$ cat src/rtl/vga_timing_640_480.sv
// vga_timing_640_480
// Raster timing generator for a 640x480 VGA mode, advanced by a pixel-rate
// enable so the block can run from a faster system clock.
//
// Ports
//   clk          system clock
//   i_sclr       asynchronous active-high reset; clears counters and frame pulse
//   i_px_clk     pixel-rate enable, one clk wide per pixel
//   o_hsync_en   high during the horizontal sync pulse
//   o_vsync_en   high during the vertical sync pulse
//   o_haddr_en   high in the visible horizontal region
//   o_vaddr_en   high in the visible vertical region
//   o_hidx       visible pixel column (0 outside the visible region)
//   o_vidx       visible line row (0 outside the visible region)
//   o_vga_hsync  active-low horizontal sync pin
//   o_vga_vsync  active-low vertical sync pin
//   o_frame_end  one-clk pulse in the cycle after the frame wraps
module vga_timing_640_480 #(
  parameter int unsigned H_ACTIVE = 640,
  parameter int unsigned H_FP     = 16,
  parameter int unsigned H_SYNC   = 96,
  parameter int unsigned H_BP     = 48,
  parameter int unsigned V_ACTIVE = 480,
  parameter int unsigned V_FP     = 10,
  parameter int unsigned V_SYNC   = 2,
  parameter int unsigned V_BP     = 33
) (
  input  logic       clk,
  input  logic       i_sclr,
  input  logic       i_px_clk,
  output logic       o_hsync_en,
  output logic       o_vsync_en,
  output logic       o_haddr_en,
  output logic       o_vaddr_en,
  output logic [9:0] o_hidx,
  output logic [8:0] o_vidx,
  output logic       o_vga_hsync,
  output logic       o_vga_vsync,
  output logic       o_frame_end
);

  localparam int unsigned H_TOTAL = H_ACTIVE + H_FP + H_SYNC + H_BP;
  localparam int unsigned V_TOTAL = V_ACTIVE + V_FP + V_SYNC + V_BP;

  localparam logic [9:0] H_LAST = 10'(H_TOTAL - 1);
  localparam logic [9:0] V_LAST = 10'(V_TOTAL - 1);

  // Region bounds are compared at 11 bits so an active width of 1024 still
  // decodes correctly against a 10-bit counter.
  localparam logic [10:0] H_ACT_END   = 11'(H_ACTIVE);
  localparam logic [10:0] H_SYNC_BEG  = 11'(H_ACTIVE + H_FP);
  localparam logic [10:0] H_SYNC_END  = 11'(H_ACTIVE + H_FP + H_SYNC);
  localparam logic [10:0] V_ACT_END   = 11'(V_ACTIVE);
  localparam logic [10:0] V_SYNC_BEG  = 11'(V_ACTIVE + V_FP);
  localparam logic [10:0] V_SYNC_END  = 11'(V_ACTIVE + V_FP + V_SYNC);

  logic [9:0]  hcnt;
  logic [9:0]  vcnt;
  logic [10:0] hcnt_x;
  logic [10:0] vcnt_x;
  logic        h_last;
  logic        v_last;
  logic        frame_wrap;
  logic        frame_end;
  logic        haddr_en;
  logic        vaddr_en;
  logic        hsync_en;
  logic        vsync_en;

  assign h_last     = (hcnt == H_LAST);
  assign v_last     = (vcnt == V_LAST);
  assign frame_wrap = i_px_clk & h_last & v_last;

  always_ff @(posedge clk or posedge i_sclr) begin
    if (i_sclr) begin
      hcnt <= '0;
      vcnt <= '0;
    end else if (i_px_clk) begin
      if (h_last) begin
        hcnt <= '0;
        vcnt <= v_last ? '0 : vcnt + 10'd1;
      end else begin
        hcnt <= hcnt + 10'd1;
      end
    end
  end

  always_ff @(posedge clk or posedge i_sclr) begin
    if (i_sclr) begin
      frame_end <= 1'b0;
    end else begin
      frame_end <= frame_wrap;
    end
  end

  // All raster outputs decode straight from the counter registers so they
  // change in the same cycle as the counters.
  always_comb begin
    hcnt_x   = {1'b0, hcnt};
    vcnt_x   = {1'b0, vcnt};
    haddr_en = (hcnt_x < H_ACT_END);
    vaddr_en = (vcnt_x < V_ACT_END);
    hsync_en = (hcnt_x >= H_SYNC_BEG) && (hcnt_x < H_SYNC_END);
    vsync_en = (vcnt_x >= V_SYNC_BEG) && (vcnt_x < V_SYNC_END);
  end

  always_comb begin
    o_haddr_en  = haddr_en;
    o_vaddr_en  = vaddr_en;
    o_hsync_en  = hsync_en;
    o_vsync_en  = vsync_en;
    o_hidx      = haddr_en ? hcnt : '0;
    o_vidx      = vaddr_en ? vcnt[8:0] : '0;
    o_vga_hsync = ~hsync_en;
    o_vga_vsync = ~vsync_en;
    o_frame_end = frame_end;
  end

endmodule
$ cat config.mk
export PLATFORM = sky130hd
export DESIGN_NAME = vga_timing_640_480
export DESIGN_NICKNAME = d
export VERILOG_FILES = /design/src/rtl/vga_timing_640_480.sv
export SDC_FILE = /design/constraint.sdc
export NUM_CORES = 1
export LEC_CHECK = 0
export ABC_AREA = 1
export BUFFER_PORTS_ARGS = -buffer_cell sky130_fd_sc_hd__buf_4
export CELL_PAD_IN_SITES_DETAIL_PLACEMENT = 0
export CELL_PAD_IN_SITES_GLOBAL_PLACEMENT = 1
export CORE_UTILIZATION = 42
export CTS_BUF_LIST = sky130_fd_sc_hd__clkbuf_8
export CTS_CLUSTER_SIZE = 24
export DETAILED_ROUTE_END_ITERATION = 8
export PLACE_DENSITY = 0.87
export SYNTH_ARGS = -nofsm -noshare
export SYNTH_HDL_FRONTEND = slang
export SYNTH_SLANG_ARGS = --single-unit
$ cat constraint.sdc
create_clock -name clk -period 2.3 [get_ports clk]
set_clock_uncertainty 0.2 [all_clocks]
set_input_delay 0.115 -clock clk [delete_from_list [all_inputs] [get_ports clk]]
set_output_delay 0.115 -clock clk [all_outputs]
set_load 0.1 [all_outputs]
==> results of run 1 <==
## per-stage QoR
| stage | std cells | TNS (ns) | area, µm² |
|---|---|---|---|
| 3_5_place_dp | 273 | 0 | 1750 |
| 5_1_grt | 279 | 0 | 1820 |
| 4_1_cts | 279 | 0 | 1820 |
| 2_1_floorplan | 204 | -0.807 | 1520 |
| 3_3_place_gp | 273 | 0 | 1750 |
| 6_report | 279 | 0 | 1820 |
## power breakdown
group          leakage [nW]  internal, mW  total, mW  switching [mW]
logic                 0.652         0.158      0.696           0.538
registers             0.249         0.429      0.502          0.0725
clock network        0.0255         0.121      0.246           0.125
total                 0.927         0.708       1.44           0.735
## path summary, 6_finish.rpt
check,from,to,slack [ns],cells past startpoint
max in group asynchronous,i_sclr,hcnt[8]$_DFFE_PP0P_,1.04,3
min,i_sclr,vcnt[0]$_DFFE_PP0P_,0.36,3
min in group clk,hcnt[5]$_DFFE_PP0P_,hcnt[5]$_DFFE_PP0P_,0.37,2
max,hcnt[7]$_DFFE_PP0P_,o_hidx[7],0.27,6
max reg2reg,vcnt[0]$_DFFE_PP0P_,vcnt[1]$_DFFE_PP0P_,0.51,7
min reg2reg,hcnt[5]$_DFFE_PP0P_,hcnt[5]$_DFFE_PP0P_,0.37,2
## routing by layer
layer / global-route usage [%] / vias to the layer above / routed length (µm)
met2: 40.0 / 30 / 1680
li1: - / 691 / -
met1: 23.4 / 609 / 1280
met3: 2.84 / 7 / 97
met5: 0 / - / 0
met4: 8.16 / 0 / 63
## cell type report
class,instances,share of cell area [%]
inverters,38,8.52
repair buffers,30,12.6
multi-input cells,142,44.4
clock inverters,1,0.275
flip-flops and latches,21,28.9
clock buffers,3,2.27
well taps,44,3.02
## worst max-delay path, delay by kind of cell (launching register included)
kind          cells  cell delay [ns]
simple gates      3             0.56
flops             1             0.48
buf+inv           3             0.41
## state kept, by name, summed over array words and instances, names as in the netlist
| register | cells |
|---|---|
| o_frame_end | 1 |
| vcnt | 10 |
| hcnt | 10 |
## synthesized netlist by cell type, drive strengths merged
cell	count
buf	3
nand4	4
clkinv	1
inv	37
nand2	45
nor3	6
dfrtp	21
nand3	22
a21oi	2
ha	4
nor2	41
o21ai	13
xor2	4
o31ai	1
## kinds of logic (layout without fill, tap and decap cells)
family / after synthesis / in the layout / share of synthesized area [%]
DFF: 21 / 21 / 37.9
adders and majority gates: 4 / 4 / 3.61
xor gates and xnor gates: 4 / 4 / 2.52
AOI/OAI and AO/OA: 16 / 16 / 5.95
buffers and inverters: 41 / 72 / 12.4
and+or+nand+nor: 118 / 118 / 37.6
## timing repair
item / CTS / global route
hold endpoints to repair: 24 / 0
buffers inserted: 0 / 0
endpoints found under the setup margin: 0 / 1
resized for setup: 0 / 1
hold buffers: 2 / 0
==> reports/qor.txt, run 1 <==
Clock Sinks: 21
Vias/cell: 4.79
Clock tree from TritonCTS: done
Gate Count Post-Synth: 204
Ratio of cells with drive above 1 in the final layout: 28.5%
#FFs+latches synth: 21
Netlist cell types: 22
Number of diodes: 0
Clock slew at reported path FFs: 0.08 ns
Final GP Congestion: 0.806
Outcome: finished, final reports clean
PnR worst setup slack: 0.269 ns
Syn Area/Cell: 6.80 µm²
Tcrit/Tclk final: 88.3%
Slowest CP cell: dfrtp_1
Initial antenna violation count: 0
WL/cell: 11.2 µm
Net Count, Synth: 211
Vias: 1337
Most frequent cells in the layout: nand2_1 (42), inv_1 (31), buf_4 (28)
RSZ-0062 raised after global routing: false
Area Overhead vs Synth: 31.2%
Final hold vios: 0
PortBufs: 28
I/O pin count: 29
Largest net degree at the start of global routing: 22
Nets: 243
Clock Tree Root: clkbuf_8
Post-Syn Area: 1390 µm²
Final core utilization: 58.7%
CTS HTree Levels: 1
Vias in the first global route: 1303
Fillcell total: 302
Initial DRT Pass Iterations: 4
Worst Path Required: 1.99 ns
Hold WS: 0.361 ns
FP Rows: 20
Total GRT Usage: 21.1%
Setup crit start kind: register
Tmin final: 2.03 ns
Die Span X: 59.5 µm
Core Footprint: 3100 µm²
Global-route wire length before repair: 5580 µm
Initial core utilization: 44.7%
Iteration-0 DRC Markers: 55
Total power: 1.44 mW
Final WL: 3120 µm
Num CTS Buffers: 3
Final setup viols: 0
Max-slew violations: 0
Register area share after synthesis: 37.9%
Maximum Capacitance Violations: 0
Critical path class: register to primary output
VDD IR-drop max: 0.264 mV
Detailed placer's ending HPWL: 2460 µm
Clock tree buffer depth: 2
YS warnings: 0
ANT nets after route: 0
Critical Path, Cell by Cell: nand3_1 > nand2_2 > clkinvlp_4 > nand2_1 > inv_1 > buf_4
DP Worst Slack: 0.349 ns
Worst-Skew Late Latency: 0.26 ns
FF/Latch Area: 526 µm²
Crit Path Max Fanout: 9
Die Span Y: 59.5 µm
Area occupied by multi-input gates: 808 µm²
LEAKAGE: 0.927 nW
Die area: 3540 µm²
Leading cell type in the layout, fill and taps excluded: nand2_1
Crit path DAT: 1.72 ns
Slew margin rel.: 46.1%
Residual DRC: 0
CP endpoint kind: primary output
Area leader, netlist: dfrtp_1
Top cells by area, synth: dfrtp_1 (38%), nand2_1 (12%), nor2_1 (11%)
Max Clk Rate: 492 MHz
PD cells: 792 nW/µm²
Max stage delay on crit path: 0.48 ns
GRT overflow: 0
Synth top area share: 37.9%
Hold Crit Class: input port to asynchronous set/reset pin
Slew @ Worst Pin: 0.807 ns
No activity file was read; power rests on OpenSTA's default activity.
==> run 2: changes to the inputs <==
--- a/config.mk
+++ b/config.mk
@@ -6,14 +6,16 @@
 export NUM_CORES = 1
 export LEC_CHECK = 0
 export ABC_AREA = 1
-export BUFFER_PORTS_ARGS = -buffer_cell sky130_fd_sc_hd__buf_4
 export CELL_PAD_IN_SITES_DETAIL_PLACEMENT = 0
 export CELL_PAD_IN_SITES_GLOBAL_PLACEMENT = 1
-export CORE_UTILIZATION = 42
+export CORE_MARGIN = 1.5
+export CORE_UTILIZATION = 46
 export CTS_BUF_LIST = sky130_fd_sc_hd__clkbuf_8
 export CTS_CLUSTER_SIZE = 24
 export DETAILED_ROUTE_END_ITERATION = 8
-export PLACE_DENSITY = 0.87
+export DONT_BUFFER_PORTS = 1
+export PLACE_DENSITY = 0.82
+export REMOVE_ABC_BUFFERS = 1
 export SYNTH_ARGS = -nofsm -noshare
 export SYNTH_HDL_FRONTEND = slang
 export SYNTH_SLANG_ARGS = --single-unit
==> run 2 against run 1 <==
Non-clock buffer count is 3 lower. Sequential share of layout area is 0.45 points lower. Combinational power is 2% higher. Worst hold slack worse by 0.11 ns. Core utilization is 7.3 points higher. Global-route usage is 0.51 points higher. Die area is 5.2% lower. Cell count is 5.7% lower. Sequential power hardly changed. Register-to-register slack better by 0.03 ns. Via count hardly changed. Critical endpoint is now o_vidx[6].
==> reports/qor.txt, run 2 (synthesized netlist as in run 1, its figures left out) <==
Outcome: finished, final reports clean
Num CTS Buffers: 3
RSZ-0062 raised after global routing: false
ANT nets after route: 0
Vias in the first global route: 1326
Total GRT Usage: 21.6%
Clock tree buffer depth: 2
Core Footprint: 2810 µm²
Detailed placer's ending HPWL: 2440 µm
Setup crit start kind: register
Global-route wire length before repair: 5530 µm
Final hold vios: 0
Number of diodes: 0
Max stage delay on crit path: 0.45 ns
Final core utilization: 65.9%
Die area: 3350 µm²
Crit Path Max Fanout: 9
Slew @ Worst Pin: 0.866 ns
Leading cell type in the layout, fill and taps excluded: nand2_1
Residual DRC: 0
Final WL: 3180 µm
Die Span X: 57.9 µm
Post-CTS setup buffers: 0
Max Clk Rate: 474 MHz
Final Instance Area: 1850 µm²
PortBufs: 0
Clock slew at reported path FFs: 0.08 ns
Largest net degree at the start of global routing: 22
CP endpoint kind: primary output
Final GP Congestion: 0.882
Tmin final: 2.11 ns
Worst r2r path cells: 7
WP buf/inv: 2
Final setup viols: 0
Placed cell area: 1780 µm²
CTS HTree Levels: 1
VDD IR-drop max: 0.300 mV
Top cell by count, worst path: nor2_2
Fillcell total: 243
PnR worst setup slack: 0.190 ns
Critical path class: register to primary output
Tcrit/Tclk final: 91.8%
Clock tree from TritonCTS: done
Initial core utilization: 49.5%
GRT overflow: 0
Top Family by Delay on Critical Path: simple AND/OR/NAND/NOR gates
Area Overhead vs Synth: 33.3%
Crit path DAT: 1.80 ns
Maximum Capacitance Violations: 0
Clock Tree Root: clkbuf_8
Nets: 240
Vias: 1336
Hold Crit Class: input port to asynchronous set/reset pin
Vias/cell: 5.08
Clock Sinks: 21
DP Worst Slack: 0.413 ns
Max-slew violations: 0
Reg2Reg Setup Slack: 0.54 ns
Worst R2R End: vcnt[1]$_DFFE_PP0P_
Die Span Y: 57.9 µm
LEAKAGE: 0.953 nW
Final cell count without fillers: 263
Iteration-0 DRC Markers: 43
Ratio of cells with drive above 1 in the final layout: 25.9%
Slowest CP cell: dfrtp_1
Setup tns final: 0 ns
Initial antenna violation count: 0
Worst-Skew Late Latency: 0.26 ns
Reg-to-reg startpoint: vcnt[0]$_DFFE_PP0P_
WL/cell: 12.1 µm
PD cells: 792 nW/µm²
Placed cell count: 257
Worst setup startpoint: vcnt[5]$_DFFE_PP0P_
FP Rows: 19
Initial DRT Pass Iterations: 6
Critical Path, Cell by Cell: nand2_1 > nor2_1 > nor2_2 > clkinvlp_4 > nor2_2 > buf_12
Worst Path Required: 1.99 ns
Slew margin rel.: 42.3%
Most frequent cells in the layout: nand2_1 (44), inv_1 (33), dfrtp_1 (21)
I/O pin count: 29
==> run 2: cell types whose count changed in the layout (fill, tap and decap cells not counted), sizes merged <==
cell	delta
buf	-4
inv	+2
clkbuf	+1
clkinv	-1
clkinvlp	-1
==> run 2: how the worst max path moves through the flow <==
stage,depth (start not counted),end
floorplan,4,o_vga_hsync
global placement,6,o_vidx[4]
detailed placement,6,o_vidx[6]
CTS,6,o_vidx[6]
global route,6,o_vidx[4]
finish,6,o_vidx[6]
==> run 2: final cells by class <==
type                            count  area, µm²  area share [%]
Clock buffer                        3       41.3            2.23
Sequential cell                    21        526            28.4
Multi-Input combinational cell    142        742            40.1
Inverter                           38        146            7.92
Clock inverter                      1       5.00           0.271
Timing Repair Buffer               27        350            18.9
Tap cell                           31       38.8            2.10
==> run 2: what timing repair did <==
| item | CTS | global route |
|---|---|---|
| hold endpoints to repair | 30 | 0 |
| resized for setup | 0 | 1 |
| setup endpoints to repair | 0 | 7 |
| hold buffers | 2 | 0 |
==> run 2: per-layer routing <==
layer	up-vias	track usage [%]	part of all wire, %
li1	687	-	-
met1	618	24.6	44
met2	26	38.1	51
met3	5	3.35	3.6
met4	0	12.3	1.4
met5	-	0	0
==> run 2: through the flow <==
step	total power [mW]	hold slack, ns
final	1.46	0.255
after global routing	1.55	0.341
after CTS	1.48	0.284
after detailed placement	1.22	0.0249
after global placement	1.20	0.0139
after floorplan	1.04	-0.108
==> run 2: where the power goes <==
part,internal (mW),switching (mW),leakage (nW)
Clock,0.121,0.128,0.0255
Sequential,0.429,0.0746,0.249
Combinational,0.175,0.537,0.678
